--- src/rtl/cic_dec_core.sv ---
// ---------------------------------------------------------------------------
// cic_dec_core
//
// Purpose: 4-stage CIC decimator (integrate -> decimate -> comb) for the DDC
// receive chain. Produces the full-precision bw+maxbitgain word; the
// downstream shifter normalises it using the same rate value.
//
// Ports:
//   clock       in   system clock
//   reset_n     in   asynchronous active-low reset
//   enable      in   run; low synchronously clears all state
//   rate        in   decimation rate 1..128 (0 behaves as 1)
//   strobe_in   in   input sample valid, one cycle per sample
//   signal_in   in   signed input sample, bw bits
//   strobe_out  out  one-cycle pulse marking a new decimated sample
//   signal_out  out  signed decimated sample, bw+maxbitgain bits
//
// Optional feature (macro CIC_DEC_RATE_RESYNC_EN): when defined, a change of
// rate while enabled restarts the decimation group and flushes the comb
// delays, so the first group after the change is exactly eff_rate inputs.
// When undefined the new rate simply applies at the next counter compare.
// ---------------------------------------------------------------------------
module cic_dec_core #(
    parameter int bw               = 16,
    parameter int N                = 4,
    parameter int log2_of_max_rate = 7,
    parameter int maxbitgain       = 28
) (
    input  logic                            clock,
    input  logic                            reset_n,
    input  logic                            enable,
    input  logic [7:0]                      rate,
    input  logic                            strobe_in,
    input  logic signed [bw-1:0]            signal_in,
    output logic                            strobe_out,
    output logic signed [bw+maxbitgain-1:0] signal_out
);

    localparam int W    = bw + maxbitgain;
    localparam int CntW = log2_of_max_rate + 1;

    logic signed [W-1:0] integ_q [N];
    logic signed [W-1:0] integ_d [N];
    logic signed [W-1:0] dly_q   [N];
    logic signed [W-1:0] dly_d   [N];
    logic signed [W-1:0] comb_q  [N];
    logic signed [W-1:0] comb_d  [N];
    logic signed [W-1:0] stg_in  [N];
    logic [N-1:0]        stg_vld;
    logic [N-1:0]        vld_q, vld_d;
    logic [CntW-1:0]     cnt_q, cnt_d;
    logic                smp_q, smp_d;
    logic                stb_q, stb_d;
    logic signed [W-1:0] out_q, out_d;
    logic [7:0]          eff_rate;
    logic                rate_chg;

    assign eff_rate = (rate == 8'd0) ? 8'd1 : rate;

`ifdef CIC_DEC_RATE_RESYNC_EN
    // Previous-cycle rate; tracks regardless of enable so that only genuine
    // changes seen while running trigger a resync.
    logic [7:0] rate_q;

    always_ff @(posedge clock or negedge reset_n) begin
        if (!reset_n) begin
            rate_q <= 8'd0;
        end else begin
            rate_q <= rate;
        end
    end

    assign rate_chg = enable && (rate != rate_q);
`else
    assign rate_chg = 1'b0;
`endif

    always_comb begin
        integ_d = integ_q;
        dly_d   = dly_q;
        comb_d  = comb_q;
        cnt_d   = cnt_q;
        smp_d   = 1'b0;
        vld_d   = '0;
        stb_d   = 1'b0;
        out_d   = out_q;
        stg_vld = '0;
        for (int k = 0; k < N; k++) begin
            stg_in[k] = '0;
        end

        if (!enable) begin
            for (int k = 0; k < N; k++) begin
                integ_d[k] = '0;
                dly_d[k]   = '0;
                comb_d[k]  = '0;
            end
            cnt_d = '0;
            out_d = '0;
        end else begin
            // Integrator cascade: each stage adds the previous stage's old value.
            if (strobe_in) begin
                integ_d[0] = integ_q[0] + W'(signal_in);
                for (int k = 1; k < N; k++) begin
                    integ_d[k] = integ_q[k] + integ_q[k-1];
                end
                // >= (not ==) so a lowered rate mid-group still terminates.
                if (cnt_q >= CntW'(eff_rate - 8'd1)) begin
                    cnt_d = '0;
                    smp_d = 1'b1;
                end else begin
                    cnt_d = cnt_q + 1'b1;
                end
            end

            // Comb pipeline: stage 0 takes the last integrator on the
            // decimation strobe, later stages take the previous comb output.
            stg_in[0]  = integ_q[N-1];
            stg_vld[0] = smp_q;
            for (int k = 1; k < N; k++) begin
                stg_in[k]  = comb_q[k-1];
                stg_vld[k] = vld_q[k-1];
            end
            for (int k = 0; k < N; k++) begin
                vld_d[k] = stg_vld[k];
                if (stg_vld[k]) begin
                    comb_d[k] = stg_in[k] - dly_q[k];
                    dly_d[k]  = stg_in[k];
                end
            end

            stb_d = vld_q[N-1];
            if (vld_q[N-1]) begin
                out_d = comb_q[N-1];
            end

            if (rate_chg) begin
                cnt_d = '0;
                smp_d = 1'b0;
                for (int k = 0; k < N; k++) begin
                    dly_d[k] = '0;
                end
            end
        end
    end

    always_ff @(posedge clock or negedge reset_n) begin
        if (!reset_n) begin
            for (int k = 0; k < N; k++) begin
                integ_q[k] <= '0;
                dly_q[k]   <= '0;
                comb_q[k]  <= '0;
            end
            cnt_q <= '0;
            smp_q <= 1'b0;
            vld_q <= '0;
            stb_q <= 1'b0;
            out_q <= '0;
        end else begin
            integ_q <= integ_d;
            dly_q   <= dly_d;
            comb_q  <= comb_d;
            cnt_q   <= cnt_d;
            smp_q   <= smp_d;
            vld_q   <= vld_d;
            stb_q   <= stb_d;
            out_q   <= out_d;
        end
    end

    assign strobe_out = stb_q;
    assign signal_out = out_q;

endmodule

--- config.mk ---
export PLATFORM = sky130hd
export DESIGN_NAME = cic_dec_core
export DESIGN_NICKNAME = d
export VERILOG_FILES = /design/src/rtl/cic_dec_core.sv
export SDC_FILE = /design/constraint.sdc
export NUM_CORES = 2
export LEC_CHECK = 0
export ABC_AREA = 1
export CELL_PAD_IN_SITES_DETAIL_PLACEMENT = 0
export CELL_PAD_IN_SITES_GLOBAL_PLACEMENT = 1
export CORE_ASPECT_RATIO = 0.6
export CORE_MARGIN = 2
export CORE_UTILIZATION = 41
export DETAILED_ROUTE_END_ITERATION = 16
export GPL_TIMING_DRIVEN = 0
export MAX_ROUTING_LAYER = met4
export PLACE_DENSITY_LB_ADDON = 0.12
export SYNTH_ARGS = -nofsm -noshare
export SYNTH_HDL_FRONTEND = slang
export SYNTH_SLANG_ARGS = --single-unit
export TNS_END_PERCENT = 20
--- constraint.sdc ---
create_clock -name clock -period 2 [get_ports clock]
set_input_delay 0.4 -clock clock [delete_from_list [all_inputs] [get_ports clock]]
set_output_delay 0.4 -clock clock [all_outputs]
set_load 0.01 [all_outputs]
==> PnR_summary.wiki <==
{| class="wikitable"
! Metric !! Value
|-
| Deepest clock path buffer count || 3
|-
| Power, Total || 38.75 mW
|-
| Core Area || 0.1219 mm²
|-
| Netlist cell types || 43
|-
| CP Cell Sequence || inv_2 > ha_4 > inv_2 > fa_2 > nand2_2 > nand3_2 > and2_4 > nand3b_1 > nand3_4 > nand2_2 > nand3_1 > nand3_1 > nand2_1
|-
| Standard cell area after detailed placement || 0.05347 mm²
|-
| Measured slew at the worst slew-check pin || 1244 ps
|-
| Worst hold path type || input pin to async pin
|-
| Total number of H-tree levels || 3
|-
| DRC violations left || 0
|-
| Post-CTS clock slew at the launch and capture registers of the worst setup and hold paths || 70 ps
|-
| Routability Congestion || 0.9469
|-
| GRT overflow || 0
|-
| Arrival time worst endpoint || 2820 ps
|-
| Total GRT Usage || 0.3013
|-
| Worst hold margin || -375.2 ps
|-
| Biggest cell delay along the critical path || 420 ps
|-
| Kind of start point of the critical path || flop
|-
| Proportion of synthesized chip area in sequential cells || 0.2902
|-
| Total Routed Length || 190.0 mm
|-
| Leakage component of the power || 32.54 nW
|-
| Yosys warns || 0
|-
| Final max-slew violation count || 0
|-
| Cell accounting for the most synthesized area || dfrtp_1
|-
| VDD IR-drop max || 0.0006480 V
|-
| Most used standard cell by instance count after synthesis || nand2_1
|-
| Cell area after technology mapping || 0.05052 mm²
|-
| Clock tree root buffer cell || clkbuf_16
|-
| Die outline height || 275.9 µm
|-
| Syn_nets || 8638
|-
| CTS tree || built
|-
| Relative slew slack || 0.1705
|-
| Final worst-path cycle share || 1.130
|-
| Number of detailed-route iterations in the first pass || 6
|-
| Starting Density || 0.4145
|-
| Post-DP HPWL || 151.6 mm
|-
| Area growth from synthesis to layout || 23.66%
|-
| Fraction of post-synthesis cell area in the top cell type by area || 0.2902
|-
| Die ar. || 0.1261 mm²
|-
| Status || complete, but fails checks
|-
| Post-synthesis sequential element count || 586
|-
| Data required time at the worst endpoint || 2560 ps
|-
| Clock network latency to the later pin of the worst-skew pair || 680 ps
|-
| Area of all placed cells without fillers || 0.06247 mm²
|-
| Endpoint class of the critical path || flop
|-
| Largest net degree at the start of global routing || 113
|-
| Unrepaired setup endpoints after global routing || yes
|-
| Fraction of final layout cells sized beyond drive strength 1 || 0.1767
|-
| Fraction of power consumed by combinational cells || 0.306
|-
| Global-route wire length before repair || 284.3 mm
|-
| Hold Violations, Final || 70
|-
| Combined area of the multi-input logic cells || 0.03468 mm²
|-
| CTS buffer count || 67
|-
| Violations in the final reports || negative hold slack, negative setup slack
|-
| I/O pin count || 73
|-
| Detail Route Antenna Nets || 0
|-
| Ranking of synthesized cells by instance count || nand2_1 (3052), inv_1 (1688), dfrtp_1 (586), nor2_1 (539), nand3_1 (402)
|-
| Core Util, Final || 0.5126
|-
| Sink Count || 586
|-
| Number of failing setup endpoints in the final timing report || 201
|-
| Pint || 24.35 mW
|-
| Number of cell rows || 99
|-
| Die width || 457.2 µm
|-
| Power share of the clock group || 0.345
|-
| Switching power of the nets || 14.40 mW
|-
| Initial antenna violation count || 3
|-
| Async SR Flop Fraction || 1.000
|-
| Routed wirelength normalized by instance count || 18.74 µm
|-
| Post-Syn Instances || 8248
|-
| Final worst setup slack || -260.7 ps
|-
| Post-synth EDFFs || 0
|-
| Path type of the worst setup path || flop to flop
|-
| Max Cap Viol || 0
|-
| Storage element area || 0.01487 mm²
|-
| Via density per instance || 5.115
|-
| IO Port Bufs || 71
|-
| Net total in the final layout || 8862
|-
| Mean instance size in the synthesized netlist || 6.125 µm²
|-
| Power share of the sequential group || 0.349
|-
| Number of DRC markers in iteration 0 || 4678
|-
| Routed via count || 51880
|-
| CP max stage cell || dfrtp_1
|-
| Final period demand of the worst path || 2261 ps
|-
| Primary FF master, synth || dfrtp_1
|-
| Max Freq || 442.4 MHz
|-
| Switching Share || 0.3715
|-
| Cell area power density || 620.2 mW/mm²
|-
| Via count of the first global-routing pass || 46920
|-
| Setup clock skew after layout || 33.98 ps
|-
| Fill cell count || 12430
|-
| Top area cells in the synthesized netlist || dfrtp_1 (29%), nand2_1 (23%), inv_1 (13%), ha_1 (8.8%), nor2_1 (4.0%)
|-
| CP max FO || 4
|}
## area by class of cell
cell class	count	share of cell area
multi-input cells	5821	0.5551
flip-flops and latches	586	0.2380
inverters	1722	0.1042
well taps	1616	0.03236
clock buffers	87	0.03014
repair buffers	155	0.02473
plain buffers	119	0.008752
clock inverters	33	0.006589
diodes	3	0.0001202
## layout by cell type (no fill, tap or decap), drive strengths merged, types with 4 or more instances in the layout
cell           instances
a21boi                10
a21oi                358
a22o                  10
a31o                   5
and2                  36
and3                   4
buf                  145
bufinv                 7
clkbuf               147
clkdlybuf4s50         62
clkinv                10
clkinvlp               5
dfrtp                586
fa                     8
ha                   354
inv                 1733
nand2               3110
nand3                463
nand3b                21
nand4                 49
nor2                 677
nor3                  34
nor4                   8
o21ai                403
o21bai                49
o22ai                168
o31ai                 12
or2                    6
xnor2                 21
xor2                  13
## what timing repair did
item,4_1_cts,5_1_grt
pin swaps,69,110
resized for setup,536,791
gates cloned,2,2
setup buffers,22,53
hold endpoints to repair,70,70
setup endpoints to repair,414,449
## path summary, 6_finish.rpt
path	endpoint	depth (start not counted)	slack (ps)	from
worst min register to register	comb_q[36]	2	480	comb_q[36]
min in group clock	comb_q[36]	2	480	comb_q[36]
worst max-delay path	comb_q[168]	13	-260	integ_q[0]
max in group asynchronous	integ_q[170]	5	420	reset_n
worst min-delay path	dly_q[89]	1	-380	reset_n
worst max register to register	comb_q[168]	13	-260	integ_q[0]
## metal layers
layer / track usage / wire (µm)
met5: - / 0
met4: 0.04435 / 2451
met3: 0.03647 / 13370
met2: 0.3908 / 71380
met1: 0.4900 / 102800
## logic make-up after synthesis
group,after synthesis,share of synthesized area
AOI/OAI and AO/OA,1017,0.1099
adders and majority gates,362,0.09084
DFF,586,0.2902
buffers and inverters,1841,0.1386
and+or+nand+nor,4408,0.3645
xor gates and xnor gates,34,0.005894
## worst max-delay path: cells and delay by family (launching register included)
kind,cells,cell delay [ps]
fa+ha+maj,2,510
simple gates,9,1020
buf+inv,2,180
flops,1,420
## power groups by stage
stage	logic (mW)	registers [mW]	clock network (mW)
6_report	11.9	13.5	13.4
3_5_place_dp	9.56	13.3	0
2_1_floorplan	6.72	12.8	0
4_1_cts	10.3	13.2	13.6
3_3_place_gp	9.37	13.3	0
5_1_grt	13.1	13.5	14.0
## state kept, by name (all words and copies together), names as in the netlist
name	count
integ_q	176
smp_q	1
strobe_out	1
comb_q	176
signal_out	44
dly_q	176
cnt_q	8
vld_q	4
## per-stage QoR
step	TNS [ps]	setup slack (ps)	instances	hold WS (ps)
finish	-15390	-260.7	10140	-375.2
global route	-44660	-353.3	10140	-345.6
CTS	-29820	-267.0	10080	-297.8
detailed placement	-467070	-1637	9940	434.7
global placement	-	-27690	9935	465.7
floorplan	-2670	-357.5	8248	104.4
(Power assumes the default switching activity.)
